## src/rtl/dac_serial_drv.sv

```systemverilog
// rtl/dac_serial_drv.sv - TLC5615-style 3-wire serial DAC driver
// Shifts 10-bit samples MSB first plus two zero sub-LSBs; CS rise latches the word.
module dac_serial_drv #(
   parameter int CLK_DIV = 2,
   parameter int GAP_CYC = 4
) (
   input  logic       clk,
   input  logic       rst,
   input  logic       en,
   input  logic [9:0] wave_data,
   output logic       dac_cs_n,
   output logic       dac_sclk,
   output logic       dac_din,
   output logic       busy,
   output logic       frame_done
);

   typedef enum logic [1:0] {IDLE, SHIFT, GAP} state_t;

   localparam logic [7:0] DIV_TC = 8'(CLK_DIV - 1);
   localparam logic [7:0] GAP_TC = 8'(GAP_CYC - 1);

   state_t      state_q, state_d;
   logic [7:0]  div_cnt_q, div_cnt_d;
   logic [7:0]  gap_cnt_q, gap_cnt_d;
   logic [3:0]  bit_cnt_q, bit_cnt_d;
   logic [11:0] sh_q, sh_d;
   logic        cs_n_q, cs_n_d;
   logic        sclk_q, sclk_d;
   logic        din_q, din_d;
   logic        busy_q, busy_d;
   logic        frame_done_q, frame_done_d;

   always_ff @(posedge clk or posedge rst) begin
      if (rst) begin
         state_q      <= IDLE;
         div_cnt_q    <= '0;
         gap_cnt_q    <= '0;
         bit_cnt_q    <= '0;
         sh_q         <= '0;
         cs_n_q       <= 1'b1;
         sclk_q       <= 1'b0;
         din_q        <= 1'b0;
         busy_q       <= 1'b0;
         frame_done_q <= 1'b0;
      end else begin
         state_q      <= state_d;
         div_cnt_q    <= div_cnt_d;
         gap_cnt_q    <= gap_cnt_d;
         bit_cnt_q    <= bit_cnt_d;
         sh_q         <= sh_d;
         cs_n_q       <= cs_n_d;
         sclk_q       <= sclk_d;
         din_q        <= din_d;
         busy_q       <= busy_d;
         frame_done_q <= frame_done_d;
      end
   end

   always_comb begin
      state_d      = state_q;
      div_cnt_d    = div_cnt_q;
      gap_cnt_d    = gap_cnt_q;
      bit_cnt_d    = bit_cnt_q;
      sh_d         = sh_q;
      cs_n_d       = cs_n_q;
      sclk_d       = sclk_q;
      din_d        = din_q;
      busy_d       = busy_q;
      frame_done_d = 1'b0;
      case (state_q)
         IDLE: begin
            if (en) begin
               sh_d      = {wave_data, 2'b00};
               cs_n_d    = 1'b0;
               din_d     = wave_data[9];
               busy_d    = 1'b1;
               bit_cnt_d = '0;
               div_cnt_d = '0;
               state_d   = SHIFT;
            end
         end
         SHIFT: begin
            if (div_cnt_q == DIV_TC) begin
               div_cnt_d = '0;
               if (!sclk_q) begin
                  sclk_d = 1'b1;
               end else if (bit_cnt_q < 4'd11) begin
                  // data only moves on the falling edge so the DAC sees a stable bit at rise
                  sclk_d    = 1'b0;
                  bit_cnt_d = bit_cnt_q + 4'd1;
                  sh_d      = {sh_q[10:0], 1'b0};
                  din_d     = sh_q[10];
               end else begin
                  sclk_d       = 1'b0;
                  cs_n_d       = 1'b1;
                  frame_done_d = 1'b1;
                  din_d        = 1'b0;
                  gap_cnt_d    = '0;
                  state_d      = GAP;
               end
            end else begin
               div_cnt_d = div_cnt_q + 8'd1;
            end
         end
         GAP: begin
            if (gap_cnt_q == GAP_TC) begin
               busy_d  = 1'b0;
               state_d = IDLE;
            end else begin
               gap_cnt_d = gap_cnt_q + 8'd1;
            end
         end
         default: state_d = IDLE;
      endcase
   end

   assign dac_cs_n   = cs_n_q;
   assign dac_sclk   = sclk_q;
   assign dac_din    = din_q;
   assign busy       = busy_q;
   assign frame_done = frame_done_q;

endmodule

```

## config.mk

```make
export PLATFORM = sky130hd
export DESIGN_NAME = dac_serial_drv
export DESIGN_NICKNAME = d
export VERILOG_FILES = /design/src/rtl/dac_serial_drv.sv
export SDC_FILE = /design/constraint.sdc
export NUM_CORES = 1
export LEC_CHECK = 0
export ABC_AREA = 1
export CAP_MARGIN = 0
export CORE_AREA = 4 4 81 83
export CTS_CLUSTER_DIAMETER = 60
export DETAILED_ROUTE_END_ITERATION = 7
export DIE_AREA = 0 0 85 87
export GPL_ROUTABILITY_DRIVEN = 0
export PLACE_DENSITY_LB_ADDON = 0.05
export SLEW_MARGIN = 20
export SYNTH_ARGS = -nofsm -noshare
export SYNTH_HDL_FRONTEND = slang
export SYNTH_SLANG_ARGS = --single-unit
```

## constraint.sdc

```tcl
create_clock -name clk -period 3.2 [get_ports clk]
set_clock_uncertainty 0.05 [all_clocks]
set_input_delay 0.48 -clock clk [delete_from_list [all_inputs] [get_ports clk]]
set_output_delay 0.48 -clock clk [all_outputs]
set_load 0.005 [all_outputs]
```

==> results by group <==
Place
  – Port bufs: 17
  – Inst Count DP: 348
  – Dpl hpwl: 2980 um
  – Placement-stage cell area: 2210 um^2

Logic synthesis
  – Syn Nets: 277
  – Synth Cell Area: 1970 um^2
  – Synth cell count leaders: nand2_1 (90), dfrtp_1 (35), nand3_1 (34)
  – Seq cells post-synth: 36
  – Yosys top cell by area: dfrtp_1
  – Syn avg cell area: 7.58 um^2
  – Synth top area share: 44.4%
  – Largest cells by area after synthesis: dfrtp_1 (44%), nand2_1 (17%), nand3_1 (8.6%)
  – Number of flops mapped to enable cells by yosys: 0
  – Cell count after synthesis: 260
  – Synth cell types: 28
  – Sequential area share after synthesis: around 46%
  – Synth Flop Type: dfrtp_1
  – Async SR Flop Fraction: 100%
  – Most frequent cell after synthesis: nand2_1
  – Syn. warnings: 0

Global route
  – Vias in the first global route: 1625
  – Total GRT Usage: 13.1%
  – Initial antenna violation count: 0
  – Global-route wire length before repair: 7710 um
  – Total grt overflow: 0
  – Largest net degree at the start of global routing: 37

Clocking
  – Num Clock Sinks: 36
  – Setup bufs post-CTS: 0
  – # H-tree levels: 2
  – CTS Buf Count: 5
  – Reg clk slew, reported paths: 0.07 ns
  – PostCTS Resize Cnt: 0
  – Hold-fix buffers, CTS: 0
  – CTS tree: done
  – Worst-skew pair later-pin latency: between 0.2 and 0.3 ns
  – Clock buffer depth: 2
  – CTS root buf: clkbuf_8

Critical path
  – CP Buf/Inv Count: 0
  – Flop-to-flop setup slack: 1.28 ns
  – Worst setup startpoint: bit_cnt_q[0]
  – Slowest stage cell on the critical path: dfrtp_1
  – Max FO, Critical Path: 14
  – Worst EP required: 3.33 ns
  – Most used cell, CP: nand2_2
  – CP endpoint: sh_q[10]
  – CP Cell Sequence: ha_1, o21ai_1, nand2_2, nand2_2, nand2_2, nand2_1, nand2_1
  – Stages on worst setup path: 7
  – R2R Path End: sh_q[10]
  – Reg-to-Reg Start: bit_cnt_q[0]
  – Reg2Reg Depth: 7
  – Setup Crit Path Kind: flip-flop to flip-flop
  – Startpoint types: flip-flop
  – Critical Path AT: roughly 2 ns
  – CP max stage delay: 0.41 ns
  – Crit-path leading delay family: simple AND/OR/NAND/NOR gates
  – Critical path endpoint category: flip-flop

STA
  – Final number of max-transition violations: 0
  – Slew Limit Headroom: between 60% and 70%
  – Worst Max-Slew Pin Slew: 0.480 ns
  – Tcrit/Tclk final: about three fifths
  – Final hold vios: 0
  – Post-Route Setup TNS: 0 ns
  – Fin crit period: ~1.9 ns
  – Fmax: 521 MHz
  – Final setup violation count: 0
  – RSZ-0062 raised after global routing: no

Power
  – Worst vdd ir: about 0.13 mV
  – Power Density: 366 nW/um^2
  – Leak Pwr: 1.17 nW

Routing
  – 1st-iter DRT viols: 75
  – Routed vias: 1617
  – Final WL: approximately 4300 um
  – DR WL/cell: between 10 and 15 um
  – Vias per inst: between 4 and 5
  – ANT nets after route: 0
  – DR DRC count: 0
  – DR pass1 iterations: 4

Worst hold path
  – WHS Path Cells: 2
  – Worst hold path class: flip-flop to flip-flop

Floorplanning
  – Chip height: 87 um
  – Core box area: slightly below 6000 um^2
  – IO Pins: 18
  – Die area: about 7400 um^2
  – Row cnt: 28
  – Initial Utilization: 33.7%
  – Width of the die: 85 um

Layout
  – Share of cells above drive strength 1: 9.96%
  – Final Cell Area: 2310 um^2
  – Fillers: between 600 and 700
  – Final nets: 297
  – Area of the multi-input gates: 941 um^2
  – Layout overhead on the synthesized area: 17.1%
  – N_diodes: 0
  – Register Area: approximately 900 um^2
  – Post-route insts no fill: around 360

Status
  – Status: finished, final reports clean

Job
  – Max Cap Violations: 0
-- flip-flops by register name, indices dropped and copies added (netlist names), 2 cells and up --
name and cells:
bit_cnt_q 4, state_q 2, div_cnt_q 8, sh_q 9, gap_cnt_q 8
-- cell usage in the layout (no fill, tap or decap), types with 2 or more instances in the layout --
master           count
nand2_1             90
dfrtp_1             35
nand3_1             34
nor2_1              21
clkdlybuf4s50_1     17
inv_1               16
inv_2                7
o21ai_0              7
clkbuf_8             7
nand2_2              5
a21oi_1              5
nand4_1              4
nand3b_1             4
o22ai_1              4
ha_1                 4
o21ai_1              3
xor2_1               3
nor2_2               2
nor3_1               2
xnor2_1              2
buf_4                2
-- cell type report --
cell class              instances  area share [%]
clock buffers                   8            4.34
inverters                      23            3.74
multi-input cells             195            40.8
repair buffers                 19            8.02
well taps                      75            4.07
flip-flops and latches         36            39.1
-- worst min-delay path: stages (launching register included) --
cell     delay, ns
dfrtp_1       0.35
nand2_1       0.05
nand2_1       0.05
-- kinds of logic after synthesis --
family                     after synthesis  share of synthesized area, %
AOI/OAI and AO/OA                       21                          6.28
xor gates and xnor gates                 5                          2.22
and+or+nand+nor                        165                          36.7
buffers and inverters                   29                          6.54
adders and majority gates                4                          2.54
DFF                                     36                          45.7
-- worst min-delay path by stage --
stage	from	end	slack, ns
after CTS	sh_q[2]	sh_q[2]	0.43
after detailed placement	sh_q[8]	sh_q[8]	0.41
after global placement	sh_q[2]	sh_q[2]	0.41
final	sh_q[2]	sh_q[2]	0.42
after floorplan	sh_q[2]	sh_q[2]	0.39
after global routing	sh_q[6]	sh_q[6]	0.44
-- layer usage --
layer  share of wire [%]  GRT usage [%]
met1                  51           17.3
met4                0.84           4.32
met2                  45           20.3
met3                 3.1           4.35
met5                   0              0
-- power breakdown --
part,total (W),switching (W),internal [W]
clock,0.000360,0.000163,0.000197
combinational,0.0000303,0.0000142,0.0000160
sequential,0.000455,0,0.000455
total,0.000845,0.000177,0.000667
-- per-stage QoR --
stage | utilization, % | setup WS [ns] | hold WS [ns] | power (W)
final | 39.5 | 1.28 | 0.423 | 0.000845
after global routing | 39.5 | 1.08 | 0.444 | 0.000892
after CTS | 39.5 | 1.26 | 0.428 | 0.000863
after detailed placement | 37.7 | 1.22 | 0.409 | 0.000495
after global placement | 37.7 | 1.25 | 0.408 | 0.000496
after floorplan | - | 1.67 | 0.392 | 0.000475
No activity file was read; power rests on OpenSTA's default activity.
